--- config.mk ---
export PLATFORM = sky130hd
export DESIGN_NAME = mul16_seq_112
export DESIGN_NICKNAME = d
export VERILOG_FILES = /design/src/rtl/mul16_seq_112.sv
export SDC_FILE = /design/constraint.sdc
export NUM_CORES = 1
export LEC_CHECK = 0
export CORE_ASPECT_RATIO = 0.8
export CORE_MARGIN = 2
export CORE_UTILIZATION = 54
export DETAILED_ROUTE_END_ITERATION = 8
export GPL_TIMING_DRIVEN = 0
export PLACE_DENSITY = 0.8
export SKIP_CTS_REPAIR_TIMING = 1
export SYNTH_ARGS = -nofsm -noshare
export SYNTH_HDL_FRONTEND = slang
export SYNTH_SLANG_ARGS = --single-unit
--- constraint.sdc ---
create_clock -name clk -period 3.6 [get_ports clk]
set_clock_uncertainty 0.1 [all_clocks]
set_input_delay 1.08 -clock clk [delete_from_list [all_inputs] [get_ports clk]]
set_output_delay 1.08 -clock clk [all_outputs]
set_load 0.03 [all_outputs]
--- src/rtl/mul16_seq_112.sv ---
// Sequential unsigned 16x16->32 shift-and-add multiplier with start/busy/done handshake.
// Contains the 16-bit two-level carry-lookahead adder used as its partial-sum stage.

module cla16_112 (
  input  logic [15:0] a,
  input  logic [15:0] b,
  input  logic        c0,
  output logic [15:0] s,
  output logic        gx,
  output logic        px
);
  logic [15:0] g, p, c;
  logic [3:0]  gg, pg, gc;

  always_comb begin
    g  = a & b;
    p  = a ^ b;
    gg = '0;
    pg = '0;
    for (int unsigned k = 0; k < 4; k++) begin
      gg[k] = g[4*k+3] | (p[4*k+3] & g[4*k+2]) | (p[4*k+3] & p[4*k+2] & g[4*k+1])
            | (p[4*k+3] & p[4*k+2] & p[4*k+1] & g[4*k]);
      pg[k] = &p[4*k +: 4];
    end

    gc[0] = c0;
    gc[1] = gg[0] | (pg[0] & c0);
    gc[2] = gg[1] | (pg[1] & gg[0]) | (pg[1] & pg[0] & c0);
    gc[3] = gg[2] | (pg[2] & gg[1]) | (pg[2] & pg[1] & gg[0]) | (pg[2] & pg[1] & pg[0] & c0);

    // Bit carries inside each nibble derive from that nibble's lookahead carry-in.
    c = '0;
    for (int unsigned k = 0; k < 4; k++) begin
      c[4*k] = gc[k];
      for (int unsigned j = 0; j < 3; j++) begin
        c[4*k+j+1] = g[4*k+j] | (p[4*k+j] & c[4*k+j]);
      end
    end

    s  = p ^ c;
    gx = gg[3] | (pg[3] & gg[2]) | (pg[3] & pg[2] & gg[1]) | (pg[3] & pg[2] & pg[1] & gg[0]);
    px = &pg;
  end
endmodule

module mul16_seq_112 (
  input  logic        clk,
  input  logic        rst,
  input  logic        start,
  input  logic [15:0] a,
  input  logic [15:0] b,
  output logic        busy,
  output logic        done,
  output logic [31:0] product
);
  typedef enum logic [1:0] {IDLE, RUN, DONE} state_t;

  state_t      state_q, state_d;
  logic [15:0] m_q, m_d;
  logic [31:0] p_q, p_d;
  logic [4:0]  cnt_q, cnt_d;
  logic [31:0] product_q, product_d;

  logic [15:0] cla_b, cla_s;
  logic        cla_gx, px_unused;

  // Carry-in is tied low, so group generate alone is the carry-out.
  assign cla_b = p_q[0] ? m_q : '0;

  cla16_112 u_cla (
    .a  (p_q[31:16]),
    .b  (cla_b),
    .c0 (1'b0),
    .s  (cla_s),
    .gx (cla_gx),
    .px (px_unused)
  );

  always_ff @(posedge clk or posedge rst) begin
    if (rst) begin
      state_q   <= IDLE;
      m_q       <= '0;
      p_q       <= '0;
      cnt_q     <= '0;
      product_q <= '0;
    end else begin
      state_q   <= state_d;
      m_q       <= m_d;
      p_q       <= p_d;
      cnt_q     <= cnt_d;
      product_q <= product_d;
    end
  end

  always_comb begin
    state_d   = state_q;
    m_d       = m_q;
    p_d       = p_q;
    cnt_d     = cnt_q;
    product_d = product_q;
    unique case (state_q)
      IDLE: begin
        if (start) begin
          m_d     = a;
          p_d     = {16'h0000, b};
          cnt_d   = '0;
          state_d = RUN;
        end
      end
      RUN: begin
        p_d   = {cla_gx, cla_s, p_q[15:1]};
        cnt_d = cnt_q + 5'd1;
        if (cnt_q == 5'd15) begin
          product_d = p_d;
          state_d   = DONE;
        end
      end
      DONE: state_d = IDLE;
      default: state_d = IDLE;
    endcase
  end

  assign busy    = (state_q == RUN);
  assign done    = (state_q == DONE);
  assign product = product_q;
endmodule

==> qor.txt, run 1 <==
====================================================================================
Fillers ...............................................................          617
Setup Crit Path Kind .................................................. flop to output port
Post-Syn Area per Cell ................................................    11.16 µm²
Synth Area in Compound Gates ..........................................       13.28%
Post-route worst setup slack ..........................................    0.1363 ns
Rel. slew slack .......................................................       62.53%
Simple-gate area share of the yosys netlist ...........................       10.13%
Leak Pwr ..............................................................  0.002445 µW
Hold path startpoint .................................................. product[17]$_DFFE_PP0P_
Die X-Extent ..........................................................     103.7 µm
Synth Flop Type .......................................................      dfrtp_1
Terminating pin of the worst hold path ................................ product[17]$_DFFE_PP0P_
Via count of the first global-routing pass ............................         3299
Area overhead of the layout relative to synthesis .....................       26.30%
Share of synthesized area occupied by flip-flops and latches ..........       50.67%
Reg2Reg Launch Point .................................................. p_q[0]$_DFFE_PP0P_
Timing-limited maximum frequency ......................................    288.7 MHz
Detail Route Antenna Nets .............................................            0
Floorplan die area .................................................... 0.008691 mm²
Via count of the routed design ........................................         3195
Number of design rule violations left after detail routing ............            0
TritonCTS clock tree ..................................................          yes
Number of setup violations in the final report ........................            0
Max Buffers Root-to-Sink ..............................................            2
Tightest Pin Transition ...............................................    0.5621 ns
Number of buffers created by CTS ......................................            9
CTS H-tree depth ......................................................            3
Final Hold Fails ......................................................            0
Global Route Usage Sum ................................................       23.28%
Number of antenna violations at the first check in global routing .....            0
Dominant combinational cell family by area after synthesis ............ compound AO/OA/AOI/OAI gates
Biggest area consumer among synthesized cells .........................      dfrtp_1
Min-delay worst type .................................................. flop to flop
Minimum clock period ..................................................     3.464 ns
Net count after synthesis .............................................          449
Final global-route overflow total .....................................            0
Multiplexer area fraction after synthesis .............................       9.610%
Required arrival time at the worst endpoint ...........................      2.42 ns
Number of enable flip-flop cells after synthesis ......................            0
Number of cells produced by synthesis .................................          385
Vertical die dimension ................................................     83.79 µm
Largest cells by area after synthesis ................................. dfrtp_1 (51%), mux2_2 (6.6%), o21ai_0 (5.7%)
Critical Path Max Stage Delay .........................................      0.77 ns
Initial DRT Pass Iterations ...........................................            4
Most numerous cell in the Yosys netlist ...............................      dfrtp_1
Fraction of layout instances using a drive strength above 1 ...........       15.43%
Number of antenna diodes ..............................................            0
Maximum capacitance violations ........................................            0
# port buffers ........................................................           68
Total negative slack for setup checks .................................         0 ns
Number of distinct library cells after synthesis ......................           40
Number of nets in the layout ..........................................          532
Largest fanout of any net on the critical path ........................           10
Share of flip-flops with an asynchronous set or reset .................       100.0%
Cell types with the highest counts after synthesis .................... dfrtp_1 (87), o21ai_0 (49), nand2_1 (46), inv_1 (25), mux2_2 (25)
Post-route worst hold slack ...........................................    0.3820 ns
Data arrival at the endpoint of the critical path .....................      2.28 ns
Count of warnings emitted by yosys ....................................            0
Unrepaired setup endpoints after global routing .......................        false
Clock transition at the registers of the reported paths ...............      0.08 ns
Global-route wire length before repair ................................     15990 µm
Number of cells traversed by the worst hold path ......................            2
Synthesized area ...................................................... 0.004297 mm²
Power per unit of standard cell area .................................. 914.8 mW/mm²
Post-synthesis register bit count .....................................           87
Average detailed-routed wire length per instance ......................     16.42 µm
Cell type of the slowest stage on the worst timing path ............... clkdlybuf4s50_1
Placeable core area ................................................... 0.007838 mm²
Detailed Place HPWL ...................................................      6802 µm
Last weighted congestion value of the routability-driven placer .......       0.8303
R2R setup slack .......................................................      0.14 ns
Clock insertion delay at the later pin of the skew report .............      0.35 ns
# IOs .................................................................           69
Maximum number of pins on one net before global-route repair ..........           46
Run status ............................................................ finished, final reports clean
R2r worst-path depth ..................................................           12
Final clock period utilization by the worst path ......................       96.21%
CP cell instances ..................................................... nand2b_1 -> buf_4 -> inv_2 -> clkbuf_1 -> clkdlybuf4s50_1
Area share of the leading cell type in the synthesized netlist ........       50.67%
Number of pins with negative max-slew slack in the final report .......            0
Cell family contributing the most delay on the critical path .......... buffers and inverters
Worst reg2reg endpoint ................................................ product[29]$_DFFE_PP0P_
Buf+Inv Stages, Crit Path .............................................            4
Worst voltage drop across the vdd grid ................................    0.3730 mV
Pwr Total .............................................................      4964 µW
Core Rows .............................................................           29
Effective utilization at floorplan ....................................       54.82%
Routed WL .............................................................      9540 µm
Ratio of routed vias to standard cells ................................        5.499
Critical Path Source Type .............................................         flop
Fraction of the mapped netlist area in adder cells ....................       10.37%
CTS root buffer .......................................................     clkbuf_8
Number of sinks handled by clock tree synthesis .......................           87
Number of DRC violations after detailed-routing iteration 0 ...........          181
Category of the worst setup path capture point ........................  output port
Parity-gate share of the synthesized area counting xor and xnor cells .      0.8154%
Setup WS pre-CTS ......................................................   -0.3503 ns
====================================================================================
[cell families (layout without fill, tap and decap cells)]
| kind of cell | count (synthesis) | count (layout) |
|---|---|---|
| and+or+nand+nor | 85 | 85 |
| AOI/OAI and AO/OA | 99 | 99 |
| buffers and inverters | 47 | 135 |
| DFF | 87 | 87 |
| muxes | 34 | 34 |
| adders and majority gates | 29 | 29 |
| xor gates and xnor gates | 4 | 4 |
[metrics by stage]
step                cell area, µm²  instances  utilization [%]
floorplan                     4297        385                -
global placement              5112        561            65.23
detailed placement            5142        562            65.61
CTS                           5384        578            68.69
global route                  5426        581            69.24
finish                        5426        581            69.24
[sequential cells by signal (all words and copies together), names as in the netlist]
name,flops
p_q,32
product,32
m_q,16
cnt_q,5
state_q,2
[cell type report]
| cell class | instances | area (µm²) | share of cell area [%] |
|---|---|---|---|
| tap | 108 | 135.1 | 2.490 |
| multi-input combinational | 251 | 1911 | 35.21 |
| sequential | 87 | 2178 | 40.14 |
| buffer | 20 | 126.4 | 2.329 |
| clock inverter | 4 | 76.32 | 1.407 |
| inverter | 27 | 103.9 | 1.914 |
| clock buffer | 12 | 165.2 | 3.044 |
| timing repair buffer | 72 | 730.7 | 13.47 |
[placed cells by master (no fill, tap or decap), types with 2 or more instances in the layout]
cell type | netlist | final
a211oi_1 | 2 | 2
a21oi_1 | 23 | 23
a22o_1 | 3 | 3
a22oi_1 | 15 | 15
and2_1 | 7 | 7
and2b_1 | 6 | 6
and3_1 | 2 | 2
buf_2 | 4 | 4
buf_4 | 2 | 5
buf_6 | 2 | 3
bufinv_16 | 0 | 2
clkbuf_1 | 11 | 10
clkbuf_8 | 0 | 12
clkdlybuf4s50_1 | 0 | 68
dfrtp_1 | 87 | 86
fa_1 | 11 | 11
ha_1 | 18 | 18
inv_1 | 25 | 24
mux2_2 | 25 | 25
mux2_4 | 8 | 8
nand2_1 | 46 | 43
nand2_2 | 1 | 4
nand3_1 | 2 | 2
nand4_1 | 2 | 2
nor2_1 | 3 | 3
nor2b_1 | 10 | 10
nor2b_4 | 2 | 2
o21a_1 | 2 | 2
o21ai_0 | 49 | 48
o21bai_1 | 2 | 2
xnor2_1 | 2 | 2
xor2_1 | 2 | 2
[worst max path at each step]
stage	start	to	cells past startpoint
after global routing	p_q[0]$_DFFE_PP0P_	product[29]$_DFFE_PP0P_	12
after detailed placement	p_q[0]$_DFFE_PP0P_	product[29]$_DFFE_PP0P_	13
after global placement	rst	m_q[11]$_DFFE_PP0P_	2
final	state_q[1]$_DFFE_PP0P_	busy	5
after CTS	p_q[0]$_DFFE_PP0P_	product[29]$_DFFE_PP0P_	13
after floorplan	rst	cnt_q[0]$_DFFE_PP0P_	1
[power breakdown]
group	internal, µW	leakage [µW]	total [µW]	switching (µW)
Combinational	1080	0.00127	2380	1290
Clock	449	0.000119	790	341
Sequential	1460	0.00106	1800	339
Total	2990	0.00244	4960	1970
[metal layers]
layer / GRT usage (%) / part of all wire (%)
met1: 29.91 / 44
met2: 40.28 / 51
met5: 0 / 0
met3: 4.294 / 3.6
met4: 7.740 / 1.4
[tightest hold or removal path: stages (launching register included)]
cell,delay (ns)
dfrtp_1,0.34
nand2_1,0.05
o21ai_0,0.06
(Power assumes the default switching activity.)
==> run 2, diff against run 1 <==
--- a/config.mk
+++ b/config.mk
@@ -5,7 +5,7 @@
 export SDC_FILE = /design/constraint.sdc
 export NUM_CORES = 1
 export LEC_CHECK = 0
-export CORE_ASPECT_RATIO = 0.8
+export ABC_CLOCK_PERIOD_IN_PS = 3600
 export CORE_MARGIN = 2
 export CORE_UTILIZATION = 54
 export DETAILED_ROUTE_END_ITERATION = 8
==> run 2 against run 1 <==
Effect of this change: total power down 4.3%; sequential cell count unchanged; first-iteration DRC count down 12%; worst setup slack worse by 0.051 ns; clock power down 22%; critical path type unchanged; largest power group unchanged; highest routed layer unchanged.
==> qor.txt, run 2 (same netlist as run 1, synthesis figures left out) <==
================================================================================
Run status ........................................................ finished, final reports clean   unchanged
Category of the worst setup path capture point ....................  output port   unchanged
Number of sinks handled by clock tree synthesis ...................           87   unchanged
CTS H-tree depth ..................................................            3   unchanged
Data arrival at the endpoint of the critical path .................      2.33 ns   was 2.28 ns
Terminating pin of the worst hold path ............................ product[19]$_DFFE_PP0P_   was product[17]$_DFFE_PP0P_
Crit. Startpoint .................................................. state_q[1]$_DFFE_PP0P_   unchanged
Max Buffers Root-to-Sink ..........................................            2   unchanged
Non-filler cells in the finished layout ...........................          575   was 581
Placeable core area ............................................... 0.007727 mm²   was 0.007838 mm²
Worst voltage drop across the vdd grid ............................    0.4449 mV   was 0.3730 mV
Via count of the first global-routing pass ........................         3229   was 3299
Leak Pwr ..........................................................  0.002415 µW   was 0.002445 µW
Ratio of routed vias to standard cells ............................        5.457   was 5.499
Most used cells in the layout excluding fill and tap cells ........ dfrtp_1 (86), clkdlybuf4s50_1 (68), o21ai_0 (48)   unchanged
Worst reg2reg endpoint ............................................ product[29]$_DFFE_PP0P_   unchanged
Total negative slack for setup checks .............................         0 ns   unchanged
Sw power ..........................................................      1952 µW   was 1974 µW
Hold path startpoint .............................................. product[19]$_DFFE_PP0P_   was product[17]$_DFFE_PP0P_
Maximum capacitance violations ....................................            0   unchanged
Critical Path Source Type .........................................         flop   unchanged
Power per unit of standard cell area .............................. 889.5 mW/mm²   was 914.8 mW/mm²
Global Route Usage Sum ............................................       23.71%   was 23.28%
Number of buffers created by CTS ..................................            9   unchanged
Minimum clock period ..............................................     3.514 ns   was 3.464 ns
Number of cells traversed by the worst hold path ..................            2   unchanged
Number of DRC violations after detailed-routing iteration 0 .......          160   was 181
# port buffers ....................................................           68   unchanged
Clock transition at the registers of the reported paths ...........      0.08 ns   about the same
Min-delay worst type .............................................. flop to flop   unchanged
Initial DRT Pass Iterations .......................................            4   unchanged
Detailed Place HPWL ...............................................      6752 µm   was 6802 µm
Detail Route Antenna Nets .........................................            0   unchanged
Routed WL .........................................................      9504 µm   was 9540 µm
Effective utilization at floorplan ................................       55.60%   was 54.82%
Number of design rule violations left after detail routing ........            0   unchanged
Proportion of total power due to net switching ....................       41.07%   was 39.77%
Post-route worst hold slack .......................................    0.3819 ns   was 0.3820 ns
Setup Crit Path Kind .............................................. flop to output port   unchanged
Tightest Pin Transition ...........................................    0.5445 ns   was 0.5621 ns
Final global-route overflow total .................................            0   unchanged
Final Hold Fails ..................................................            0   unchanged
Proportion of power drawn by combinational gates ..................        49.7%   was 47.9%
Average detailed-routed wire length per instance ..................     16.53 µm   was 16.42 µm
Die X-Extent ......................................................     93.20 µm   was 103.7 µm
R2r worst-path depth ..............................................           13   was 12
CTS root buffer ...................................................     clkbuf_8   unchanged
Number of pins with negative max-slew slack in the final report ...            0   unchanged
Cell Count Post-Placement .........................................          556   was 562
Timing-limited maximum frequency ..................................    284.5 MHz   was 288.7 MHz
Rel. slew slack ...................................................       63.70%   was 62.53%
Number of nets in the layout ......................................          532   unchanged
Maximum number of pins on one net before global-route repair ......           56   was 46
Global-route wire length before repair ............................     15900 µm   was 15990 µm
Clock network fraction of total power .............................        12.9%   was 15.9%
Sequential Power Share ............................................        37.4%   was 36.2%
Number of antenna diodes ..........................................            0   unchanged
Area overhead of the layout relative to synthesis .................       24.34%   was 26.30%
Required arrival time at the worst endpoint .......................      2.42 ns   about the same
Number of antenna violations at the first check in global routing .            0   unchanged
Vertical die dimension ............................................     93.20 µm   was 83.79 µm
Clock insertion delay at the later pin of the skew report .........      0.36 ns   was 0.35 ns
Floorplan die area ................................................ 0.008686 mm²   was 0.008691 mm²
Last weighted congestion value of the routability-driven placer ...       0.8224   was 0.8303
Pint ..............................................................      2800 µW   was 2990 µW
Via count of the routed design ....................................         3138   was 3195
TritonCTS clock tree ..............................................          yes   unchanged
R2R setup slack ...................................................      0.12 ns   was 0.14 ns
Fraction of layout instances using a drive strength above 1 .......       15.01%   was 15.43%
Final clock period utilization by the worst path ..................       97.62%   was 96.21%
Reg2Reg Launch Point .............................................. p_q[0]$_DFFE_PP0P_   unchanged
Core Rows .........................................................           32   was 29
Largest fanout of any net on the critical path ....................           10   unchanged
Number of setup violations in the final report ....................            0   unchanged
Most common cell after layout, fill and taps aside ................      dfrtp_1   unchanged
# IOs .............................................................           69   unchanged
================================================================================
==> run 2: changes by cell type in the layout (fill, tap and decap cells not counted), moves of 2 or more <==
| cell | change |
|---|---|
| nand2_2 | -2 |
| bufinv_16 | -2 |
| nand2_1 | +2 |
| clkinv_2 | +4 |
| clkbuf_8 | -2 |
==> run 2: power by group through the flow <==
| stage | logic, µW | clock network (µW) | registers (µW) |
|---|---|---|---|
| after floorplan | 1200 | 0 | 2080 |
| after global placement | 2230 | 0 | 1780 |
| after detailed placement | 2320 | 0 | 1800 |
| after CTS | 2340 | 622 | 1790 |
| after global routing | 2600 | 675 | 1840 |
| final | 2360 | 614 | 1780 |
==> run 2: cell type report <==
type | count | area, µm²
Buffer | 20 | 122.6
Clock buffer | 10 | 137.6
Clock inverter | 6 | 36.28
Fill cell | 591 | 2385
Inverter | 27 | 103.9
Multi-Input combinational cell | 251 | 1906
Sequential cell | 87 | 2178
Tap cell | 102 | 127.6
Timing Repair Buffer | 72 | 730.7
==> run 2: metrics by stage <==
| step | instance area [µm²] | power [µW] | worst slack (ns) | utilization [%] |
|---|---|---|---|---|
| 2_1_floorplan | 4297 | 3279 | 0.1698 | - |
| 3_5_place_dp | 5135 | 4119 | -0.3723 | 66.45 |
| 4_1_cts | 5309 | 4746 | -0.4033 | 68.70 |
| 5_1_grt | 5343 | 5115 | -0.01100 | 69.14 |
| 3_3_place_gp | 5105 | 4014 | -1.178 | 66.06 |
| 6_report | 5343 | 4752 | 0.08555 | 69.14 |
==> run 2: worst max-delay path by stage <==
stage               slack [ns]                       to  cells past startpoint
global placement         -1.18  product[11]$_DFFE_PP0P_                      2
floorplan                 0.17     cnt_q[0]$_DFFE_PP0P_                      1
detailed placement       -0.37  product[29]$_DFFE_PP0P_                     13
CTS                      -0.40  product[29]$_DFFE_PP0P_                     13
finish                    0.09                     busy                      5
global route             -0.01                     busy                      5
==> run 2: per-layer routing <==
layer  track usage (%)  share of wire, %
met1             31.34                43
met2             40.10                53
met3             4.190               2.5
met4             7.475               1.1
met5                 0                 0
==> run 2: worst max-delay path, stage by stage, from the launching register on <==
cell and delay [ns]:
dfrtp_1 0.38, nand2b_1 0.15, buf_4 0.18, inv_2 0.09, clkbuf_1 0.41, clkdlybuf4s50_1 0.77
